[config.mk]
export PLATFORM = sky130hd
export DESIGN_NAME = board_move_arbiter_flat
export DESIGN_NICKNAME = d
export VERILOG_FILES = /design/src/rtl/board_move_arbiter_pkg.sv /design/src/rtl/board_move_arbiter_if.sv /design/src/rtl/board_move_arbiter_line_check.sv /design/src/rtl/board_move_arbiter.sv /design/src/flat_wrapper.sv
export SDC_FILE = /design/constraint.sdc
export NUM_CORES = 1
export LEC_CHECK = 0
export ABC_AREA = 1
export CORE_ASPECT_RATIO = 1.2
export CORE_MARGIN = 5
export CORE_UTILIZATION = 61
export CTS_BUF_LIST = sky130_fd_sc_hd__clkbuf_4
export DETAILED_ROUTE_END_ITERATION = 12
export HOLD_SLACK_MARGIN = 0.1
export PLACE_DENSITY_LB_ADDON = 0.1
export SKIP_LAST_GASP = 1
export SLEW_MARGIN = 10
export SYNTH_ARGS = -nofsm -noshare
export SYNTH_HDL_FRONTEND = slang
export SYNTH_SLANG_ARGS = --single-unit
[constraint.sdc]
create_clock -name clk -period 4.6 [get_ports clk]
set_clock_uncertainty 0.2 [all_clocks]
set_input_delay 0.69 -clock clk [delete_from_list [all_inputs] [get_ports clk]]
set_output_delay 0.69 -clock clk [all_outputs]
set_load 0.01 [all_outputs]
[src/rtl/board_move_arbiter_pkg.sv]
`default_nettype none
// +--------------------------------------------------------------------------+
// | Package     : ttt_pkg                                                    |
// | Description : Shared tic-tac-toe types: cell encodings, arbiter states,  |
// |               winning-line table, default search order, cell lookup.     |
// | Revision    : 1.0 - initial release                                      |
// +--------------------------------------------------------------------------+
package ttt_pkg;

  localparam logic [1:0] EMPTY    = 2'b00;
  localparam logic [1:0] PLAYER   = 2'b01;
  localparam logic [1:0] COMPUTER = 2'b10;

  // Cell indices searched in nibble order, nibble 0 first: 4,0,2,6,8,1,3,5,7.
  localparam logic [35:0] DEFAULT_SCAN_PRIO = 36'h753186204;

  typedef enum logic [2:0] {
    ST_IDLE  = 3'd0,
    ST_SCAN  = 3'd1,
    ST_EVAL  = 3'd2,
    ST_READY = 3'd3,
    ST_DONE  = 3'd4
  } state_t;

  // Three rows, three columns, two diagonals.
  localparam logic [3:0] WIN_LINES [8][3] = '{
    '{4'd0, 4'd1, 4'd2},
    '{4'd3, 4'd4, 4'd5},
    '{4'd6, 4'd7, 4'd8},
    '{4'd0, 4'd3, 4'd6},
    '{4'd1, 4'd4, 4'd7},
    '{4'd2, 4'd5, 4'd8},
    '{4'd0, 4'd4, 4'd8},
    '{4'd2, 4'd4, 4'd6}
  };

  // Returns the content of one cell; out-of-range indices read as EMPTY so
  // callers never index past the board.
  function automatic logic [1:0] cell_of(input logic [17:0] b, input logic [3:0] idx);
    logic [1:0] r;
    r = EMPTY;
    for (int i = 0; i < 9; i++) begin
      if (idx == 4'(i)) r = b[2*i +: 2];
    end
    return r;
  endfunction

endpackage
`default_nettype wire

[src/rtl/board_move_arbiter_if.sv]
`default_nettype none
// +--------------------------------------------------------------------------+
// | Interface   : board_move_arbiter_if                                      |
// | Description : Player/computer move strobes plus board and status flags. |
// | Revision    : 1.0 - initial release                                      |
// +--------------------------------------------------------------------------+
interface board_move_arbiter_if;
  logic        player_play;
  logic [3:0]  player_pos;
  logic        computer_play;
  logic        illegal_move;
  logic        comp;
  logic [3:0]  comp_pos;
  logic        win;
  logic [1:0]  winner;
  logic        no_space;
  logic [17:0] board;

  // Game controller side: drives strobes, observes the board and flags.
  modport master (
    output player_play, player_pos, computer_play,
    input  illegal_move, comp, comp_pos, win, winner, no_space, board
  );

  // Arbiter side.
  modport slave (
    input  player_play, player_pos, computer_play,
    output illegal_move, comp, comp_pos, win, winner, no_space, board
  );
endinterface
`default_nettype wire

[src/rtl/board_move_arbiter_line_check.sv]
`default_nettype none
// +--------------------------------------------------------------------------+
// | Module      : ttt_line_check                                             |
// | Description : Flags whether any of the eight lines is fully owned by     |
// |               the given symbol on the given board.                       |
// | Revision    : 1.0 - initial release                                      |
// +--------------------------------------------------------------------------+
module ttt_line_check
  import ttt_pkg::*;
(
  input  logic [17:0] board_i,
  input  logic [1:0]  sym_i,
  output logic        line_hit_o
);

  // Any line whose three cells all equal the symbol is a hit.
  always_comb begin
    line_hit_o = 1'b0;
    for (int k = 0; k < 8; k++) begin
      if ((cell_of(board_i, WIN_LINES[k][0]) == sym_i) &&
          (cell_of(board_i, WIN_LINES[k][1]) == sym_i) &&
          (cell_of(board_i, WIN_LINES[k][2]) == sym_i)) begin
        line_hit_o = 1'b1;
      end
    end
  end

endmodule
`default_nettype wire

[src/rtl/board_move_arbiter.sv]
`default_nettype none
// +--------------------------------------------------------------------------+
// | Module      : board_move_arbiter                                         |
// | Description : Owns the 3x3 board, takes player moves, searches and       |
// |               evaluates the computer reply and commits it on request.    |
// | Revision    : 1.0 - initial release                                      |
// +--------------------------------------------------------------------------+
module board_move_arbiter
  import ttt_pkg::*;
#(
  parameter logic [35:0] SCAN_PRIO = DEFAULT_SCAN_PRIO,
  parameter int          CELLS     = 9
)(
  input  logic                 clk,
  input  logic                 rst,
  board_move_arbiter_if.slave  bus
);

  state_t             state_q;
  logic [2*CELLS-1:0] board_q;
  logic [3:0]         idx_q;
  logic [3:0]         cand_q;
  logic               cand_v_q;
  logic               comp_q;
  logic [3:0]         comp_pos_q;
  logic               win_q;
  logic [1:0]         winner_q;
  logic               no_space_q;

  logic               w_illegal;
  logic [3:0]         w_scan_cell;
  logic [17:0]        w_cand_board;
  logic               w_p_hit;
  logic               w_c_hit;
  logic               w_cand_eff;
  logic               w_other_empty;

  // A request is rejected when busy, out of range, or aimed at a taken cell.
  assign w_illegal = bus.player_play &&
                     ((state_q != ST_IDLE) || (bus.player_pos > 4'd8) ||
                      (cell_of(board_q, bus.player_pos) != EMPTY));

  // A player line cancels the pending computer move.
  assign w_cand_eff = cand_v_q && !w_p_hit;

  // Select the cell currently being probed from the priority list.
  always_comb begin
    w_scan_cell = 4'hF;
    for (int i = 0; i < CELLS; i++) begin
      if (idx_q == 4'(i)) w_scan_cell = SCAN_PRIO[4*i +: 4];
    end
  end

  // Board as it would look with the candidate placed for the computer.
  always_comb begin
    w_cand_board = board_q;
    for (int i = 0; i < CELLS; i++) begin
      if (cand_v_q && (cand_q == 4'(i))) w_cand_board[2*i +: 2] = COMPUTER;
    end
  end

  // Any empty cell other than the move about to be played means space remains.
  always_comb begin
    w_other_empty = 1'b0;
    for (int i = 0; i < CELLS; i++) begin
      if ((board_q[2*i +: 2] == EMPTY) && !(w_cand_eff && (cand_q == 4'(i))))
        w_other_empty = 1'b1;
    end
  end

  ttt_line_check u_player_lines (
    .board_i    (board_q),
    .sym_i      (PLAYER),
    .line_hit_o (w_p_hit)
  );

  ttt_line_check u_comp_lines (
    .board_i    (w_cand_board),
    .sym_i      (COMPUTER),
    .line_hit_o (w_c_hit)
  );

  // Move sequencing: player write, priority scan, lookahead, commit.
  always_ff @(posedge clk) begin
    if (rst) begin
      state_q    <= ST_IDLE;
      board_q    <= '0;
      idx_q      <= 4'd0;
      cand_q     <= 4'd0;
      cand_v_q   <= 1'b0;
      comp_q     <= 1'b0;
      comp_pos_q <= 4'hF;
      win_q      <= 1'b0;
      winner_q   <= 2'b00;
      no_space_q <= 1'b0;
    end else begin
      case (state_q)
        ST_IDLE: begin
          if (bus.player_play && !w_illegal) begin
            for (int i = 0; i < CELLS; i++) begin
              if (bus.player_pos == 4'(i)) board_q[2*i +: 2] <= PLAYER;
            end
            idx_q   <= 4'd0;
            state_q <= ST_SCAN;
          end
        end
        ST_SCAN: begin
          if (cell_of(board_q, w_scan_cell) == EMPTY) begin
            cand_q   <= w_scan_cell;
            cand_v_q <= 1'b1;
            state_q  <= ST_EVAL;
          end else if (idx_q == 4'(CELLS - 1)) begin
            cand_v_q <= 1'b0;
            state_q  <= ST_EVAL;
          end else begin
            idx_q <= idx_q + 4'd1;
          end
        end
        ST_EVAL: begin
          if (w_p_hit) begin
            win_q    <= 1'b1;
            winner_q <= PLAYER;
            cand_v_q <= 1'b0;
          end else if (cand_v_q && w_c_hit) begin
            win_q    <= 1'b1;
            winner_q <= COMPUTER;
          end
          no_space_q <= !w_other_empty;
          comp_pos_q <= w_cand_eff ? cand_q : 4'hF;
          comp_q     <= 1'b1;
          state_q    <= ST_READY;
        end
        ST_READY: begin
          if (bus.computer_play) begin
            for (int i = 0; i < CELLS; i++) begin
              if (cand_v_q && (cand_q == 4'(i))) board_q[2*i +: 2] <= COMPUTER;
            end
            comp_q  <= 1'b0;
            state_q <= (win_q || no_space_q) ? ST_DONE : ST_IDLE;
          end
        end
        ST_DONE: begin
          // Game over: everything is frozen until reset.
        end
        default: state_q <= ST_IDLE;
      endcase
    end
  end

  assign bus.illegal_move = w_illegal;
  assign bus.comp         = comp_q;
  assign bus.comp_pos     = comp_pos_q;
  assign bus.win          = win_q;
  assign bus.winner       = winner_q;
  assign bus.no_space     = no_space_q;
  assign bus.board        = board_q;

endmodule
`default_nettype wire
[src/flat_wrapper.sv]
// flat-port wrapper written by rule: the top's interface ports become plain ports
module board_move_arbiter_flat import ttt_pkg::*;
#(
  parameter logic [35:0] SCAN_PRIO = DEFAULT_SCAN_PRIO,
  parameter int          CELLS     = 9
)
  (clk, rst, bus_player_play, bus_player_pos, bus_computer_play, bus_illegal_move, bus_comp, bus_comp_pos, bus_win, bus_winner, bus_no_space, bus_board);
  board_move_arbiter_if bus_i ();
  input  logic clk;
  input  logic rst;
  input wire logic [$bits(bus_i.player_play)-1:0] bus_player_play;
  input wire logic [$bits(bus_i.player_pos)-1:0] bus_player_pos;
  input wire logic [$bits(bus_i.computer_play)-1:0] bus_computer_play;
  output wire logic [$bits(bus_i.illegal_move)-1:0] bus_illegal_move;
  output wire logic [$bits(bus_i.comp)-1:0] bus_comp;
  output wire logic [$bits(bus_i.comp_pos)-1:0] bus_comp_pos;
  output wire logic [$bits(bus_i.win)-1:0] bus_win;
  output wire logic [$bits(bus_i.winner)-1:0] bus_winner;
  output wire logic [$bits(bus_i.no_space)-1:0] bus_no_space;
  output wire logic [$bits(bus_i.board)-1:0] bus_board;
  assign bus_i.player_play = bus_player_play;
  assign bus_i.player_pos = bus_player_pos;
  assign bus_i.computer_play = bus_computer_play;
  assign bus_illegal_move = bus_i.illegal_move;
  assign bus_comp = bus_i.comp;
  assign bus_comp_pos = bus_i.comp_pos;
  assign bus_win = bus_i.win;
  assign bus_winner = bus_i.winner;
  assign bus_no_space = bus_i.no_space;
  assign bus_board = bus_i.board;
  board_move_arbiter #(.SCAN_PRIO(SCAN_PRIO), .CELLS(CELLS)) u_core (.clk(clk), .rst(rst), .bus(bus_i));
endmodule
Word level (Yosys, flattened, before mapping)
Index checks and enable logic that the tools add are counted.
{"block": "classes", "n_mux": 96, "eq_ne": 69, "n_reduce_logical": 115, "n_lt_le_gt_ge": 1, "add_sub_neg": 1, "bitwise_logic": 1}
{"op": "two-way mux 2 bit", "count": 40}
{"op": "== test 4 x 3 -> 1 bit (second input constant)", "count": 16}
{"op": "logical AND 1 bit", "count": 63}
{"op": "two-way mux 4 bit", "count": 13}
{"op": "AND reduction 4 bit", "count": 11}
{"op": "two-way mux 18 bit", "count": 2}
{"op": "case mux 18 bit (2 select lines)", "count": 1}
{"op": "== test 4 x 2 -> 1 bit (second input constant)", "count": 8}
{"op": "two-way mux 1 bit", "count": 31}
{"op": "!= test 2 x 1 -> 1 bit (second input constant)", "count": 11}
{"op": "zero test 2 bit", "count": 10}
{"op": "== test 2 x 1 -> 1 bit (second input constant)", "count": 9}
{"op": "== test 2 bit (second input constant)", "count": 9}
{"op": "== test 4 x 1 -> 1 bit (second input constant)", "count": 4}
{"op": "== test 4 bit (second input constant)", "count": 4}
{"op": "zero test 4 bit", "count": 4}
{"op": "two-way mux 3 bit", "count": 5}
{"op": "case mux 3 bit (5 select lines)", "count": 1}
{"op": "zero test 1 bit", "count": 12}
{"op": "nonzero test 2 bit", "count": 6}
{"op": "case mux 4 bit (2 select lines)", "count": 1}
{"op": "== test 3 x 2 -> 1 bit (second input constant)", "count": 2}
{"op": "!= test 2 bit (second input constant)", "count": 3}
{"op": "AND reduction 2 bit", "count": 3}
{"op": "other kinds (11)", "count": 14}
{"block": "totals", "register_bits": 39, "out_inout_bits": 28}

Depth between registers and ports, before layout
Gate-level depths: netlist of run 1.
{"block": "logic_depth", "ltp_word": 26, "mapped_depth": 20, "depth_no_buf": 19}

Cells and area by module
A second synthesis of run 1 with hierarchy kept.
{"block": "hier_totals", "hier_cells": 593, "area_unflattened_um2": 3344.5}
{"mod": "board_move_arbiter", "n_inst": 1, "cells_each": 411, "area_per_inst_um2": 2553.7, "seq_area_each_um2": 780.7}
{"mod": "ttt_line_check", "n_inst": 2, "cells_each": 91, "area_per_inst_um2": 395.4, "seq_area_each_um2": 0.0}

Least setup slack after synthesis of run 1
OpenSTA, ideal clock, no wires.
{"block": "synth_path", "path_kind": "input-to-output", "from": "input bus_player_pos[2]", "to": "output bus_illegal_move", "setup_slack_ns": 1.994, "path_buffers": 0, "stages": 9, "arrival_ns": 1.716, "cell_sequence": "nor2_1 inv_1 nor3_1 o21ai_0 nand4_1 nand2_1 nand2_1 nand2_1 a21boi_0"}
{"block": "synth_between", "elab_chain_cells": 13, "word_cells_on_any_way": 23, "classes_between": "1 x order compare; 8 x eq/ne; 9 x mux; 5 x reduce/logical"}
{"element": "start: declaration", "line_no": "flat_wrapper.sv:12", "source": "input wire logic [$bits(bus_i.player_pos)-1:0] bus_player_pos;"}
{"element": "zero test 4 bit", "line_no": "board_move_arbiter_pkg.sv:43", "source": "if (idx == 4'(i)) r = b[2*i +: 2];"}
{"element": "two-way mux 2 bit (9 in a row)", "line_no": "board_move_arbiter_pkg.sv:43"}
{"element": "nonzero test 2 bit", "line_no": "board_move_arbiter.sv:41", "source": "(cell_of(board_q, bus.player_pos) != EMPTY));"}
{"element": "logical OR 1 bit *", "line_no": "board_move_arbiter.sv:40", "source": "((state_q != ST_IDLE) || (bus.player_pos > 4'd8) ||"}
{"element": "logical AND 1 bit *", "line_no": "board_move_arbiter.sv:39", "source": "assign w_illegal = bus.player_play &&"}
{"element": "end: declaration", "line_no": "flat_wrapper.sv:14", "source": "output wire logic [$bits(bus_i.illegal_move)-1:0] bus_illegal_move;"}
Mark *: on every way between the ends. The rest lies on a longest branch, timed or not.

Worst setup path after layout of run 1
{"block": "layout_path", "from": "input bus_player_pos[0]", "to": "output bus_illegal_move"}
Same word-level chain as after synthesis.

==> results.sh, run 1 <==
export IMPL_design_power_total_mw=1.566
export IMPL_clock_path_buffers=2
export IMPL_fin_nets=493
export IMPL_cts_buffers=5
export IMPL_timing_critical_path_required_ps=3710
export IMPL_layout_cells_most_common_list="122 x sky130_fd_sc_hd__nand2_1, 59 x sky130_fd_sc_hd__nor2_1, 54 x sky130_fd_sc_hd__inv_1"
export IMPL_drv_cap=0
export IMPL_resized_cells_post_cts=0
export IMPL_number_of_global_route_vias_before_repair=2823
export IMPL_maxSlewHeadroom_pct=40.17
export IMPL_syn_area_mm2=0.002663
export IMPL_cts_htree_levels=2
export IMPL_drtAntennaViolNets=0
export IMPL_critPathMaxFanout=6
export IMPL_global_route_wire_length_before_repair_um=13250
export IMPL_synthXorXnorAreaFrac_pct=0
export IMPL_die_h_um=82.37
export IMPL_powerDensity_mw_per_mm2=502.6
export IMPL_worst_r2r_endpoint="u_core.idx_q[0]"
export IMPL_groute_layer_met1_usage_pct=33.68
export IMPL_r2r_start="u_core.state_q[1]"
export IMPL_die_area_mm2=0.005791
export IMPL_grt_util_met3_pct=5.085
export IMPL_clk_insertion_delay_late_ps=350
export IMPL_grt_max_degree=27
export IMPL_hold_path_end="u_core.bus.comp"
export IMPL_die_width_um=70.31
export IMPL_crit_chain="clkdlybuf4s50_1 -> nor2_1 -> inv_1 -> nor3_1 -> o21ai_0 -> nand4_1 -> nand2_1 -> nand2_1 -> nand2_1 -> a21boi_0 -> clkdlybuf4s50_1"
export IMPL_area_fraction_in_compound_gates_after_synthesis_pct=14.66
export IMPL_std_cell_rows=26
export IMPL_combinational_family_with_the_most_area_after_synthesis="simple AND/OR/NAND/NOR gates"
export IMPL_avgRoutedWirePerCell_um=15.02
export IMPL_clock_fmax_mhz=269.9
export IMPL_syn_nets=458
export IMPL_finalSetupTns_ps=0
export IMPL_tritonroute_pass_1_iters=7
export IMPL_critPathTopFamily="buffers and inverters"
export IMPL_grtUsageTotal_pct=28.62
export IMPL_postSynthAreaPerCell_um2=5.970
export IMPL_cts_tree="done"
export IMPL_ys_seq_elements=39
export IMPL_grt_antenna_before_repair=0
export IMPL_globalplace_congestion=1.013
export IMPL_holdCritStartpoint="u_core.bus.comp"
export IMPL_numClockSinks=39
export IMPL_grtUsageMet2_pct=50.00
export IMPL_vias=3117
export IMPL_final_min_clock_period_ps=3705
export IMPL_clock_pin_slew_reported_for_the_worst_setup_and_hold_paths_after_clock_tree_synthesis_ps=110
export IMPL_syn_inst=446
export IMPL_crit_path_max_incr_delay_ps=560
export IMPL_detail_route_wirelength_um=8082
export IMPL_floorplan_initialDensity_pct=62.96
export IMPL_yosysUniqueCellTypes=35
export IMPL_cts_setup_buffers=0
export IMPL_detailedPlacementHpwl_um=6179
export IMPL_antenna_cells=0
export IMPL_fin_crit_sh_pct=80.54
export IMPL_worst_setup_path_type="in -> out"
export IMPL_slowest_stage_cell_cp="sky130_fd_sc_hd__clkdlybuf4s50_1"
export IMPL_synth_area_mux_share_pct=0
export IMPL_cts_root_buf="sky130_fd_sc_hd__clkbuf_4"
export IMPL_synth_async_sr_flop_share_pct=0
export IMPL_timing_critical_path_buf_inv=3
export IMPL_r2r_setup_slack_ps=1730
export IMPL_slew_viol_final=0
export IMPL_globalRouteOverflowTotal=0
export IMPL_layout_commonest_cell="sky130_fd_sc_hd__nand2_1"
export IMPL_design_portCount=36
export IMPL_rsz0062_at_grt="no"
export IMPL_area_growth_syn_to_layout_pct=17.06
export IMPL_gr_max_usage_layer="met2"
export IMPL_peakVddDrop_uv=408.1
export IMPL_reg2regPathDepth=8
export IMPL_worstHoldPathCells=2
export IMPL_critPathCaptureType="output pin"
export IMPL_timing_final_setup_violations=0
export IMPL_place_port_buffers=35
export IMPL_floorplan_core_area_mm2=0.004229
export IMPL_static_leakage_power_nw=1.257
export IMPL_drive_gt1_share_pct=5.602
export IMPL_adder_cell_share_of_the_synthesized_area_pct=1.880
export IMPL_worst_slew_pin_tran_ps=890.6
export IMPL_worst_ep_arrival_time_ps=2820
export IMPL_drc_errors=0
export IMPL_synth_flop_cell="sky130_fd_sc_hd__dfxtp_1"
export IMPL_post_drt_via_cell_ratio=5.794
export IMPL_synth_seq_area_share_pct=29.32
export IMPL_finalHoldViolCount=0
export IMPL_count_of_flip_flops_with_a_built_in_enable_after_synthesis=0
export IMPL_worstSetupStartpointType="input pin"
export IMPL_run_status="complete, no violations"
export IMPL_drt_initial_drc_count=368
export IMPL_hold_fix_buffer_count_after_cts=0
export IMPL_hold_worst_slack_ps=270.0
export IMPL_yosys_warnings=0
export IMPL_post_synth_and_or_nand_nor_area_fraction_pct=44.36
export IMPL_min_delay_path_class="reg -> reg"
export IMPL_cpMostUsedCell="sky130_fd_sc_hd__nand2_1"
[flip-flops by register name (all words and copies together) (netlist names), 2 cells and up]
| name | count |
|---|---|
| u_core.bus.winner | 2 |
| u_core.cand_q | 4 |
| u_core.state_q | 3 |
| u_core.bus.board | 18 |
| u_core.bus.comp_pos | 4 |
| u_core.idx_q | 4 |
[final cells by class]
type | count | area, um2
tap | 56 | 70.07
inverter | 58 | 217.7
fill | 358 | 1112
multi-input combinational | 342 | 1622
sequential | 39 | 780.7
clock buffer | 5 | 37.54
timing repair buffer | 35 | 350.3
clock inverter | 3 | 38.79
[cells in the mapped netlist (2+ instances only)]
master,n,area share [%]
sky130_fd_sc_hd__a21boi_0,2,0.56
sky130_fd_sc_hd__a21oi_1,35,6.6
sky130_fd_sc_hd__clkbuf_1,3,0.42
sky130_fd_sc_hd__clkinv_1,2,0.28
sky130_fd_sc_hd__dfxtp_1,39,29
sky130_fd_sc_hd__ha_1,4,1.9
sky130_fd_sc_hd__inv_1,54,7.6
sky130_fd_sc_hd__inv_2,2,0.28
sky130_fd_sc_hd__nand2_1,122,17
sky130_fd_sc_hd__nand2_2,5,1.2
sky130_fd_sc_hd__nand3_1,44,8.3
sky130_fd_sc_hd__nand3_2,5,1.9
sky130_fd_sc_hd__nand3b_1,2,0.56
sky130_fd_sc_hd__nand4_1,11,2.6
sky130_fd_sc_hd__nor2_1,59,8.3
sky130_fd_sc_hd__nor2_2,5,1.2
sky130_fd_sc_hd__nor2_4,2,0.85
sky130_fd_sc_hd__nor3_1,10,1.9
sky130_fd_sc_hd__o21ai_0,15,2.8
sky130_fd_sc_hd__o21ai_1,4,0.75
sky130_fd_sc_hd__o22ai_1,7,1.6
[logic make-up (layout without fill, tap and decap cells)]
kind of cell	after synthesis	count (layout)
AOI/OAI and AO/OA	71	71
adders and majority gates	4	4
buffers and inverters	65	101
DFF	39	39
and+or+nand+nor	267	267
[layer usage]
| metal | vias up | routed length, um |
|---|---|---|
| met1 | 1367 | 3188 |
| met5 | - | 0 |
| met2 | 174 | 3809 |
| met3 | 45 | 646 |
| li1 | 1531 | - |
| met4 | 0 | 439 |
[power breakdown]
| part | switching, mW | internal, mW | total [mW] |
|---|---|---|---|
| combinational | 0.578 | 0.276 | 0.853 |
| sequential | 0.0849 | 0.397 | 0.482 |
| clock | 0.119 | 0.112 | 0.231 |
| total | 0.782 | 0.785 | 1.57 |
[how the worst max path moves through the flow]
stage                       from               end  slack (ps)  cells past startpoint
2_1_floorplan  bus_player_pos[2]  bus_illegal_move        1990                      9
3_3_place_gp   bus_player_pos[0]  bus_illegal_move         990                     11
3_5_place_dp   bus_player_pos[0]  bus_illegal_move         880                     11
4_1_cts        bus_player_pos[0]  bus_illegal_move         890                     11
5_1_grt        bus_player_pos[3]  bus_illegal_move         660                     11
6_report       bus_player_pos[0]  bus_illegal_move         890                     11
[worst reg2reg max path: cells and delay by family (launching register included)]
family          cells  cell delay, ps
compound gates      2             930
buf+inv             1             170
simple gates        5            1120
flops               1             360
[per-stage QoR]
step / setup WS [ps] / instances / instance area, um2 / util, %
CTS: 888.4 / 538 / 3117 / 73.70
floorplan: 1994 / 446 / 2663 / -
global placement: 988.0 / 530 / 3040 / 71.89
global route: 663.9 / 538 / 3117 / 73.70
detailed placement: 883.1 / 530 / 3040 / 71.89
finish: 895.0 / 538 / 3117 / 73.70
(Power assumes the default switching activity.)
==> inputs of run 2 (changes only) <==
Settings changed: CORE_UTILIZATION 61 to 57.
Clock period 4.6 ns to 3.6 ns, I/O delays scaled along.
==> run 2 against run 1 <==
Final area up 2.2%. Sequential power up 28%. Final cell count up 1.5%. Largest cell class unchanged. Largest power group unchanged. Highest routed layer unchanged.
==> results.sh, run 2 (synthesis gave the netlist of run 1 again) <==
export IMPL_die_h_um=84.87
export IMPL_run_status="complete, no violations"
export IMPL_sw_frac_of_total_pct=49.29
export IMPL_worstSetupStartpointType="input pin"
export IMPL_rsz0062_at_grt="no"
export IMPL_global_route_wire_length_before_repair_um=13400
export IMPL_r2r_setup_slack_ps=880
export IMPL_antenna_cells=0
export IMPL_crit_chain="clkdlybuf4s50_1 -> nor2_2 -> inv_1 -> nor3_1 -> a21oi_1 -> nand4_1 -> nand2_1 -> nand2_1 -> nand2_1 -> a21boi_0 -> clkdlybuf4s50_1"
export IMPL_r2r_start="u_core.idx_q[0]"
export IMPL_cts_htree_levels=2
export IMPL_final_min_clock_period_ps=3390
export IMPL_finalHoldViolCount=0
export IMPL_worst_slew_pin_tran_ps=566.9
export IMPL_die_area_mm2=0.006144
export IMPL_final_layout_fill_cell_count=410
export IMPL_drv_cap=0
export IMPL_clock_pin_slew_reported_for_the_worst_setup_and_hold_paths_after_clock_tree_synthesis_ps=110
export IMPL_drive_gt1_share_pct=7.992
export IMPL_worst_r2r_endpoint="u_core.cand_q[0]"
export IMPL_floorplan_initialDensity_pct=58.38
export IMPL_critPathMaxFanout=5
export IMPL_power_clock_fraction_pct=15.0
export IMPL_detailedPlacementHpwl_um=6345
export IMPL_grt_util_met3_pct=3.791
export IMPL_layout_commonest_cell="sky130_fd_sc_hd__nand2_1"
export IMPL_vias=3074
export IMPL_timing_critical_path_required_ps=2860
export IMPL_drt_initial_drc_count=225
export IMPL_static_leakage_power_nw=1.292
export IMPL_groute_layer_met1_usage_pct=32.09
export IMPL_setup_worst_path_end="bus_illegal_move"
export IMPL_grt_max_degree=15
export IMPL_worst_path_stages=11
export IMPL_cell_internal_pwr_mw=1.032
export IMPL_final_seq_area_um2=780.7
export IMPL_timing_final_setup_violations=0
export IMPL_net_switching_power_mw=1.004
export IMPL_design_portCount=36
export IMPL_tritonroute_pass_1_iters=5
export IMPL_std_cell_rows=27
export IMPL_largest_reg_flops=18
export IMPL_cpMostUsedCell="sky130_fd_sc_hd__nand2_1"
export IMPL_cts_tree="done"
export IMPL_worst_ep_arrival_time_ps=2650
export IMPL_worst_setup_path_startpoint="bus_player_pos[3]"
export IMPL_hold_fix_buffer_count_after_cts=0
export IMPL_avgRoutedWirePerCell_um=14.56
export IMPL_grtUsageTotal_pct=27.26
export IMPL_clock_fmax_mhz=295.0
export IMPL_hold_worst_slack_ps=274.3
export IMPL_numClockSinks=39
export IMPL_crit_path_max_incr_delay_ps=580
export IMPL_cts_buffers=5
export IMPL_pwr_share_comb_pct=54.7
export IMPL_finalSetupTns_ps=0
export IMPL_globalRouteOverflowTotal=0
export IMPL_fin_nets=499
export IMPL_peakVddDrop_uv=519.6
export IMPL_critPathTopFamily="buffers and inverters"
export IMPL_sequentialPowerShare_pct=30.3
export IMPL_critPathCaptureType="output pin"
export IMPL_multi_input_area_mm2=0.001639
export IMPL_powerDensity_mw_per_mm2=638.9
export IMPL_place_port_buffers=35
export IMPL_area_growth_syn_to_layout_pct=19.69
export IMPL_clock_path_buffers=2
export IMPL_die_width_um=72.39
export IMPL_grt_antenna_before_repair=0
export IMPL_slowest_stage_cell_cp="sky130_fd_sc_hd__clkdlybuf4s50_1"
export IMPL_globalplace_congestion=0.9632
export IMPL_reg2regPathDepth=19
export IMPL_fin_crit_sh_pct=94.16
export IMPL_layout_cells_most_common_list="122 x sky130_fd_sc_hd__nand2_1, 56 x sky130_fd_sc_hd__nor2_1, 54 x sky130_fd_sc_hd__inv_1"
export IMPL_drtAntennaViolNets=0
export IMPL_drc_errors=0
export IMPL_cts_root_buf="sky130_fd_sc_hd__clkbuf_4"
export IMPL_worst_setup_path_type="in -> out"
export IMPL_min_delay_path_class="reg -> reg"
export IMPL_grtUsageMet2_pct=48.96
export IMPL_detail_route_wirelength_um=7949
export IMPL_number_of_global_route_vias_before_repair=2949
export IMPL_timing_critical_path_buf_inv=3
export IMPL_maxSlewHeadroom_pct=61.86
export IMPL_gr_max_usage_layer="met2"
export IMPL_clk_insertion_delay_late_ps=370
export IMPL_floorplan_core_area_mm2=0.004561
export IMPL_post_drt_via_cell_ratio=5.630
export IMPL_slew_viol_final=0
==> run 2: changes by cell type in the layout (fill, tap and decap cells not counted), sizes merged <==
cell and change:
buf +6
==> run 2: power by group through the flow <==
stage | Sequential (mW) | Combinational, mW | Clock (mW)
global placement | 0.621 | 1.07 | 0
global route | 0.631 | 1.25 | 0.326
CTS | 0.613 | 1.10 | 0.304
finish | 0.618 | 1.11 | 0.305
detailed placement | 0.623 | 1.10 | 0
floorplan | 0.592 | 0.853 | 0
==> run 2: worst reg2reg max path: stages, from the launching register on <==
cell and delay (ps):
sky130_fd_sc_hd__dfxtp_1 410, sky130_fd_sc_hd__inv_1 110, sky130_fd_sc_hd__ha_1 270, sky130_fd_sc_hd__inv_1 80
sky130_fd_sc_hd__nand2_1 60, sky130_fd_sc_hd__nand2_1 70, sky130_fd_sc_hd__nand2_1 90, sky130_fd_sc_hd__nor2_4 180
sky130_fd_sc_hd__nor2_4 80, sky130_fd_sc_hd__nand3_1 80, sky130_fd_sc_hd__nand2_1 50, sky130_fd_sc_hd__nor2_1 110
sky130_fd_sc_hd__nand3_1 90, sky130_fd_sc_hd__nor2_1 90, sky130_fd_sc_hd__nand4_1 100, sky130_fd_sc_hd__nand2_1 90
sky130_fd_sc_hd__nand2_2 160, sky130_fd_sc_hd__inv_1 160, sky130_fd_sc_hd__nor2_1 60, sky130_fd_sc_hd__nor2_1 100
==> run 2: layout make-up <==
type	count	area share (%)
Multi-Input combinational cell	342	51.43
Timing Repair Buffer	41	12.41
Inverter	58	6.832
Clock inverter	3	1.374
Clock buffer	5	1.178
Sequential cell	39	24.50
Tap cell	58	2.277
==> run 2: repair_timing <==
action,in CTS,in global routing
gates resized for setup,0,5
setup buffers,0,0
setup endpoints to repair,0,1
==> run 2: per-layer routing <==
metal / vias up / wire length [um]
met5: - / 0
met4: 0 / 275
met3: 23 / 476
met2: 116 / 3939
met1: 1389 / 3257
li1: 1546 / -
==> run 2: how the worst min path moves through the flow <==
stage                                       from                endpoint  slack, ps  cells past startpoint
after detailed placement  u_core.bus.comp_pos[3]  u_core.bus.comp_pos[3]        260                      2
after global placement            u_core.bus.win          u_core.bus.win        250                      2
final                             u_core.bus.win          u_core.bus.win        270                      2
after global routing              u_core.bus.win          u_core.bus.win        330                      2
after CTS                         u_core.bus.win          u_core.bus.win        280                      2
after floorplan                   u_core.bus.win          u_core.bus.win        290                      2
==> run 2: per-stage QoR <==
step | worst slack, ps | instance area (um2) | util (%) | std cells | total power [mW]
5_1_grt | 10.90 | 3187 | 69.88 | 546 | 2.208
3_3_place_gp | 251.6 | 3088 | 67.71 | 538 | 1.695
4_1_cts | 138.5 | 3169 | 69.49 | 546 | 2.020
2_1_floorplan | 1216 | 2663 | - | 446 | 1.446
3_5_place_dp | 142.7 | 3088 | 67.71 | 538 | 1.718
6_report | 210.3 | 3187 | 69.88 | 546 | 2.036
